`config.mk`:
```
export PLATFORM = sky130hd
export DESIGN_NAME = id_range_scanner_flat
export DESIGN_NICKNAME = d
export VERILOG_FILES = /design/src/rtl/id_range_scanner_if.sv /design/src/rtl/id_range_scanner.sv /design/src/flat_wrapper.sv
export SDC_FILE = /design/constraint.sdc
export NUM_CORES = 2
export LEC_CHECK = 0
export CAP_MARGIN = 20
export CELL_PAD_IN_SITES_DETAIL_PLACEMENT = 1
export CELL_PAD_IN_SITES_GLOBAL_PLACEMENT = 2
export CORE_UTILIZATION = 45
export DETAILED_ROUTE_END_ITERATION = 7
export PLACE_DENSITY_LB_ADDON = 0.1
export SYNTH_ARGS = -nofsm -noshare
export SYNTH_HDL_FRONTEND = slang
export SYNTH_SLANG_ARGS = --single-unit
export TNS_END_PERCENT = 5
```
`constraint.sdc`:
```
create_clock -name clock -period 14.7 [get_ports clock]
set_clock_uncertainty 0.15 [all_clocks]
set_input_delay 1.47 -clock clock [delete_from_list [all_inputs] [get_ports clock]]
set_output_delay 1.47 -clock clock [all_outputs]
set_load 0.01 [all_outputs]
```
`src/rtl/id_range_scanner_if.sv`:
```
// Range submission bus for id_range_scanner: BCD bounds, puzzle mode and job-last flag.
// Transfers on a rising edge while range_valid and range_ready are both high.
interface id_range_scanner_if #(
   parameter int unsigned DIGITS = 12
);
   logic                range_valid;
   logic                range_ready;
   logic [4*DIGITS-1:0] range_start;
   logic [4*DIGITS-1:0] range_end;
   logic                range_mode;
   logic                range_last;

   modport master (
      output range_valid, range_start, range_end, range_mode, range_last,
      input  range_ready
   );

   modport slave (
      input  range_valid, range_start, range_end, range_mode, range_last,
      output range_ready
   );
endinterface

```
`src/rtl/id_range_scanner.sv`:
```
// Scans queued BCD ID ranges one ID per cycle and accumulates the sum and count of IDs
// whose digits form a repeated pattern (two halves in mode 0, any period in mode 1).
module id_range_scanner #(
   parameter int unsigned DIGITS     = 12,
   parameter int unsigned W          = 48,
   parameter int unsigned FIFO_DEPTH = 4
) (
   input  logic                clock,
   input  logic                reset_n,
   id_range_scanner_if.slave   rng,
   input  logic                clear,
   output logic [W-1:0]        id_sum,
   output logic [31:0]         id_count,
   output logic                busy,
   output logic                done
);
   localparam int unsigned BW = 4 * DIGITS;
   localparam int unsigned AW = $clog2(FIFO_DEPTH);
   localparam int unsigned CW = (DIGITS > 1) ? $clog2(DIGITS) : 1;

   typedef enum logic [1:0] {StIdle, StConvert, StScan} state_e;

   // Range FIFO; pointers carry one extra wrap bit to tell full from empty.
   logic [BW-1:0]         fifo_start_q [FIFO_DEPTH];
   logic [BW-1:0]         fifo_end_q   [FIFO_DEPTH];
   logic [FIFO_DEPTH-1:0] fifo_mode_q;
   logic [FIFO_DEPTH-1:0] fifo_last_q;
   logic [AW:0]           wr_ptr_q, rd_ptr_q;
   logic                  fifo_empty, fifo_full, push, pop;

   state_e                state_q, state_d;
   logic [BW-1:0]         cur_q, end_q, bin_q, cur_inc, bin_conv;
   logic [CW-1:0]         dig_q;
   logic [3:0]            cur_digit;
   logic                  mode_q, last_q, in_range, carry;
   logic                  conv_en, issue_id, issue_marker;

   logic                  s1_valid_q, s1_is_id_q, s1_mode_q, s1_last_q;
   logic [BW-1:0]         s1_bcd_q, s1_bin_q;
   logic                  s1_invalid, period_ok, cand;
   int                    n;

   logic [W-1:0]          sum_q;
   logic [31:0]           count_q;
   logic                  done_q;

   assign fifo_empty      = (wr_ptr_q == rd_ptr_q);
   assign fifo_full       = (wr_ptr_q[AW] != rd_ptr_q[AW]) &&
                            (wr_ptr_q[AW-1:0] == rd_ptr_q[AW-1:0]);
   assign rng.range_ready = !fifo_full;
   assign push            = rng.range_valid && !fifo_full;

   always_ff @(posedge clock) begin
      if (push) begin
         fifo_start_q[wr_ptr_q[AW-1:0]] <= rng.range_start;
         fifo_end_q[wr_ptr_q[AW-1:0]]   <= rng.range_end;
      end
   end

   always_ff @(posedge clock or negedge reset_n) begin
      if (!reset_n) begin
         wr_ptr_q    <= '0;
         rd_ptr_q    <= '0;
         fifo_mode_q <= '0;
         fifo_last_q <= '0;
      end else begin
         if (push) begin
            wr_ptr_q                      <= wr_ptr_q + (AW + 1)'(1);
            fifo_mode_q[wr_ptr_q[AW-1:0]] <= rng.range_mode;
            fifo_last_q[wr_ptr_q[AW-1:0]] <= rng.range_last;
         end
         if (pop) begin
            rd_ptr_q <= rd_ptr_q + (AW + 1)'(1);
         end
      end
   end

   // Equal-width BCD compares like its decimal magnitude.
   assign in_range = (cur_q <= end_q);

   always_comb begin
      cur_digit = 4'd0;
      for (int i = 0; i < DIGITS; i++) begin
         if (dig_q == CW'(i)) cur_digit = cur_q[4*i +: 4];
      end
      bin_conv = (bin_q << 3) + (bin_q << 1) + BW'(cur_digit);
   end

   always_comb begin
      carry   = 1'b1;
      cur_inc = cur_q;
      for (int i = 0; i < DIGITS; i++) begin
         if (carry) begin
            if (cur_q[4*i +: 4] == 4'd9) begin
               cur_inc[4*i +: 4] = 4'd0;
            end else begin
               cur_inc[4*i +: 4] = cur_q[4*i +: 4] + 4'd1;
               carry             = 1'b0;
            end
         end
      end
   end

   always_ff @(posedge clock or negedge reset_n) begin
      if (!reset_n) state_q <= StIdle;
      else          state_q <= state_d;
   end

   always_comb begin
      state_d = state_q;
      unique case (state_q)
         StIdle:    if (!fifo_empty) state_d = StConvert;
         StConvert: if (dig_q == '0) state_d = StScan;
         StScan:    if (!in_range)   state_d = StIdle;
         default:   state_d = StIdle;
      endcase
   end

   always_comb begin
      pop          = 1'b0;
      conv_en      = 1'b0;
      issue_id     = 1'b0;
      issue_marker = 1'b0;
      unique case (state_q)
         StIdle:    pop = !fifo_empty;
         StConvert: conv_en = 1'b1;
         StScan: begin
            issue_id     = in_range;
            issue_marker = !in_range;
         end
         default: ;
      endcase
   end

   // Working registers: BCD cursor, its binary shadow and the MSD-first convert index.
   always_ff @(posedge clock or negedge reset_n) begin
      if (!reset_n) begin
         cur_q  <= '0;
         end_q  <= '0;
         bin_q  <= '0;
         dig_q  <= '0;
         mode_q <= 1'b0;
         last_q <= 1'b0;
      end else if (pop) begin
         cur_q  <= fifo_start_q[rd_ptr_q[AW-1:0]];
         end_q  <= fifo_end_q[rd_ptr_q[AW-1:0]];
         mode_q <= fifo_mode_q[rd_ptr_q[AW-1:0]];
         last_q <= fifo_last_q[rd_ptr_q[AW-1:0]];
         bin_q  <= '0;
         dig_q  <= CW'(DIGITS - 1);
      end else if (conv_en) begin
         bin_q <= bin_conv;
         dig_q <= dig_q - CW'(1);
      end else if (issue_id) begin
         cur_q <= cur_inc;
         bin_q <= bin_q + BW'(1);
      end
   end

   always_ff @(posedge clock or negedge reset_n) begin
      if (!reset_n) begin
         s1_valid_q <= 1'b0;
         s1_is_id_q <= 1'b0;
         s1_mode_q  <= 1'b0;
         s1_last_q  <= 1'b0;
         s1_bcd_q   <= '0;
         s1_bin_q   <= '0;
      end else begin
         s1_valid_q <= issue_id || issue_marker;
         s1_is_id_q <= issue_id;
         s1_mode_q  <= mode_q;
         s1_last_q  <= last_q;
         s1_bcd_q   <= cur_q;
         s1_bin_q   <= bin_q;
      end
   end

   // A period p qualifies when every digit below n-p matches the digit p places above it.
   always_comb begin
      n          = 0;
      period_ok  = 1'b0;
      cand       = 1'b0;
      s1_invalid = 1'b0;
      for (int i = 0; i < DIGITS; i++) begin
         if (s1_bcd_q[4*i +: 4] != 4'd0) n = i + 1;
      end
      for (int p = 1; p <= DIGITS / 2; p++) begin
         period_ok = 1'b1;
         for (int i = 0; i + p < DIGITS; i++) begin
            if ((i + p < n) && (s1_bcd_q[4*i +: 4] != s1_bcd_q[4*(i+p) +: 4])) begin
               period_ok = 1'b0;
            end
         end
         if (s1_mode_q) cand = (2 * p <= n) && (n % p == 0);
         else           cand = (2 * p == n);
         if (cand && period_ok) s1_invalid = 1'b1;
      end
   end

   always_ff @(posedge clock or negedge reset_n) begin
      if (!reset_n) begin
         sum_q   <= '0;
         count_q <= '0;
         done_q  <= 1'b0;
      end else if (clear) begin
         sum_q   <= '0;
         count_q <= '0;
         done_q  <= 1'b0;
      end else if (s1_valid_q) begin
         if (s1_is_id_q && s1_invalid) begin
            sum_q   <= sum_q + W'(s1_bin_q);
            count_q <= count_q + 32'd1;
         end
         if (!s1_is_id_q && s1_last_q) done_q <= 1'b1;
      end
   end

   assign id_sum   = sum_q;
   assign id_count = count_q;
   assign done     = done_q;
   assign busy     = !fifo_empty || (state_q != StIdle) || s1_valid_q;

endmodule
```
`src/flat_wrapper.sv`:
```
// flat-port wrapper written by rule: the top's interface ports become plain ports
module id_range_scanner_flat 
#(
   parameter int unsigned DIGITS     = 12,
   parameter int unsigned W          = 48,
   parameter int unsigned FIFO_DEPTH = 4
)
  (clock, reset_n, clear, id_sum, id_count, busy, done, rng_range_valid, rng_range_start, rng_range_end, rng_range_mode, rng_range_last, rng_range_ready);
  id_range_scanner_if #(.DIGITS(DIGITS)) rng_i ();
  input  logic clock;
  input  logic reset_n;
  input  logic clear;
  output logic [W-1:0] id_sum;
  output logic [31:0] id_count;
  output logic busy;
  output logic done;
  input wire logic [$bits(rng_i.range_valid)-1:0] rng_range_valid;
  input wire logic [$bits(rng_i.range_start)-1:0] rng_range_start;
  input wire logic [$bits(rng_i.range_end)-1:0] rng_range_end;
  input wire logic [$bits(rng_i.range_mode)-1:0] rng_range_mode;
  input wire logic [$bits(rng_i.range_last)-1:0] rng_range_last;
  output wire logic [$bits(rng_i.range_ready)-1:0] rng_range_ready;
  assign rng_i.range_valid = rng_range_valid;
  assign rng_i.range_start = rng_range_start;
  assign rng_i.range_end = rng_range_end;
  assign rng_i.range_mode = rng_range_mode;
  assign rng_i.range_last = rng_range_last;
  assign rng_range_ready = rng_i.range_ready;
  id_range_scanner #(.DIGITS(DIGITS), .W(W), .FIFO_DEPTH(FIFO_DEPTH)) u_core (.clock(clock), .reset_n(reset_n), .rng(rng_i), .clear(clear), .id_sum(id_sum), .id_count(id_count), .busy(busy), .done(done));
endmodule
```
==> results.yml <==
synth:
  avgSynthCellArea_sq_um: 11.72
  synthesis.nets: 3663
  yosysWarnings: 0
  synth.cell_area_sq_um: 39280
  ys_seq_elements: 731
  yosysUniqueCellTypes: 96
  ys_seq_area_frac: 0.5147
  async_reset_ff_frac: 0.4747
  synth_edf_count: 384
  synth_ff_type: "edfxtp_1"
  synthCells: 3351
clock_tree:
  cts_root_buffer: "clkbuf_16"
  cts_buffers: 82
  cts.path.max_buffers: 3
  clk_pin_slew_ps: 60
  cts_tree: "built"
  htree_levels: 3
  clk_latency_ps: 640
  cts_sinks: 731
  ctsResizeCount: 0
  postCtsSetupRepairBufs: 0
  cts_hold_buf: 0
final_layout:
  nFillCells: 8751
  area_delta_synth_final_pct: 14.45
  regArea_sq_um: 20220
  final_core_util: 0.5238
  multiInputGateArea_sq_um: 17900
  drive_above_1_share: 0.09035
  nets: 3795
route:
  top_layer_used: "met4"
  avgViaCountPerCell: 5.861
  wl_met1_um: 46960
  wl_met2_um: 56030
  antenna_left: 0
  routedWlPerCell_um: 23.40
  routed_wl_um: 109900
  wl_met3_um: 3434
  dr.pass1.iters: 5
  drc: 0
  vias: 27540
  drt_iter0_drc: 1447
sta:
  slew_headroom: 0.3316
  period_needed_ps: 7025
  worst_slack_ps: 7675
  tightest_slew_ps: 1003
  setup_violations: 0
  finalCritPeriodShare: 0.4779
  final_max_slew_viol_count: 0
  max_freq_mhz: 142.3
  setup-tns-final_ps: 0
  finalHoldViolCount: 0
  rsz0062_at_grt: "false"
critical_path:
  critical_path_class: "flop to flop"
  crit_arrival_ps: 7390
  cp-end-kind: "flop"
  start_kind: "flop"
  cp.required_ps: 15070
  crit_fanout: 64
placed_design:
  io_buffers: 184
  gp_congestion: 0.8782
  dp_hpwl_um: 76680
  place_ws_ps: 7603
power_and_ir_drop:
  powerDensity_nw_per_um2: 225.3
  power.leakage_nw: 17.72
  ir_worst_vdd_mv: 0.1502
  total_power_mw: 10.13
global_routing:
  grt_max_degree: 112
  antenna_found_initial: 2
  grt_pass1_vias: 30110
  grt_usage: 0.2511
  grt_pass1_wl_um: 174900
  overflow: 0
min_path:
  min_path_type: "flop to flop"
floorplan:
  dieWidth_um: 297.4
  start_util: 0.4577
  core-area_sq_um: 85820
  fp.dieArea_sq_um: 88470
  boundaryPins: 185
  row_count: 107
  die_h_um: 297.4
flow_run:
  cap_violations: 0
status:
  outcome: "finished clean"
cell usage in the layout (no fill, tap or decap), types with 17 or more instances in the layout:
master and count:
nand2_1 251, clkbuf_1 23, a31oi_1 25, a211oi_1 31
clkbuf_16 85, mux2_1 23, o31ai_1 23, a21oi_1 131
inv_1 108, nor2_1 196, nand4_1 76, ha_1 207
nor3_1 64, or4_1 22, buf_4 33, a21o_1 63
and2_1 20, nor4_1 32, nor2b_1 57, mux4_2 98
o21ai_0 187, and3_1 38, o21a_1 23, nand3_1 61
mux2i_1 53, o211ai_1 27, clkdlybuf4s50_1 182, dfrtp_1 345
o22ai_1 17, xor2_1 135, edfxtp_1 384, xnor2_1 219
area by class of cell:
class,count,area share
timing repair buffer,218,0.04743
inverter,113,0.009658
tap,1144,0.03184
sequential,731,0.4499
multi-input combinational,2337,0.3983
clock buffer,115,0.05124
clock inverter,39,0.01161
antenna,1,0.00005567
path summary, 6_finish.rpt:
| kind | start | end | slack [ps] | depth (start not counted) |
|---|---|---|---|---|
| max | u_core.s1_bcd_q[24] | u_core.id_count[6] | 7670 | 21 |
| min | u_core.mode_q | u_core.s1_mode_q | 230 | 0 |
| max reg2reg | u_core.s1_bcd_q[24] | u_core.id_count[6] | 7670 | 21 |
| min reg2reg | u_core.mode_q | u_core.s1_mode_q | 230 | 0 |
| max in group asynchronous | reset_n | u_core.bin_q[36] | 12330 | 2 |
| min in group asynchronous | reset_n | u_core.id_sum[15] | 640 | 1 |
worst max-delay path, stage by stage, from the launching register on:
cell,delay [ps]
dfrtp_1,610
or4_1,700
nand2b_1,230
o311ai_2,610
inv_1,190
ha_1,250
nor2_1,180
inv_1,130
ha_1,400
nand2b_1,160
nand4_1,160
o31ai_1,170
xnor2_1,200
nor2_1,100
ha_1,250
nor4_2,330
nor4_2,110
a221oi_4,290
buf_4,360
buf_4,740
nor3_1,160
mux2_1,360
synth_stat cells (7+ instances only):
cell       count  share of area
a2111oi_0      7         0.0016
a211oi_1      31         0.0059
a21o_1        63          0.012
a21oi_1      131          0.017
a221oi_1       9         0.0020
a22oi_1       10         0.0019
a31oi_1       25         0.0040
a41oi_1        9         0.0020
and2_1        21         0.0033
and3_1        38         0.0061
buf_1         32         0.0031
buf_6          7         0.0020
clkbuf_1     120          0.011
dfrtp_1      347           0.22
edfxtp_1     384           0.29
ha_1         207          0.066
inv_1        112          0.011
mux2_1        23         0.0066
mux2_2        15         0.0043
mux2i_1       53          0.014
mux4_2        98          0.056
nand2_1      252          0.024
nand2b_1      17         0.0027
nand3_1       61         0.0078
nand3b_1      14         0.0027
nand4_1       76          0.012
nor2_1       196          0.019
nor2b_1       57         0.0091
nor3_1        64         0.0082
nor3b_1       14         0.0027
nor4_1        34         0.0054
o2111ai_1      9         0.0020
o211ai_1      27         0.0052
o21a_1        23         0.0044
o21ai_0      187          0.024
o21bai_1      14         0.0027
o22ai_1       17         0.0027
o31ai_1       23         0.0044
o41ai_1        9         0.0020
or2_2         12         0.0019
or3_1         16         0.0025
or4_1         22         0.0042
xnor2_1      219          0.049
xor2_1       135          0.030
kinds of logic (layout without fill, tap and decap cells):
logic type      Yosys count  in the layout  synth area share
flops                   731            731            0.5147
xor+xnor                354            354           0.07894
compound gates          658            658            0.1094
buf+inv                 283            485           0.03001
other cells               0              1                 0
mux                     189            189           0.08059
fa+ha+maj               210            210           0.06747
simple gates            926            926            0.1189
routing by layer:
layer / vias up / track usage
li1: 12710 / -
met1: 14110 / 0.3138
met2: 517 / 0.4497
met3: 197 / 0.02921
met4: 0 / 0.08370
met5: - / 0
power breakdown:
part	total (mW)	switching, mW	internal (mW)
logic	4.33	2.41	1.93
registers	3.67	0.862	2.81
clock network	2.12	0.859	1.26
total	10.1	4.13	6.00
stage by stage:
stage	hold slack, ps	cell area [sq um]	instances
after detailed placement	217.1	42100	4542
after floorplan	201.9	39280	3351
after global placement	213.8	42100	4542
final	230.2	44950	4698
after global routing	241.7	44950	4698
after CTS	231.3	44920	4696
state kept, by name, indices dropped and copies added, names as in the netlist, 2 cells and up:
| name | count |
|---|---|
| u_core.id_sum | 48 |
| u_core.s1_bcd_q | 48 |
| u_core.dig_q | 4 |
| u_core.rd_ptr_q | 3 |
| u_core.bin_q | 48 |
| u_core.fifo_start_q | 192 |
| u_core.id_count | 32 |
| u_core.state_q | 2 |
| u_core.end_q | 48 |
| u_core.s1_bin_q | 48 |
| u_core.cur_q | 48 |
| u_core.fifo_mode_q | 4 |
| u_core.wr_ptr_q | 3 |
| u_core.fifo_end_q | 192 |
| u_core.fifo_last_q | 4 |
Note: power is estimated with default switching activity, not from simulation.
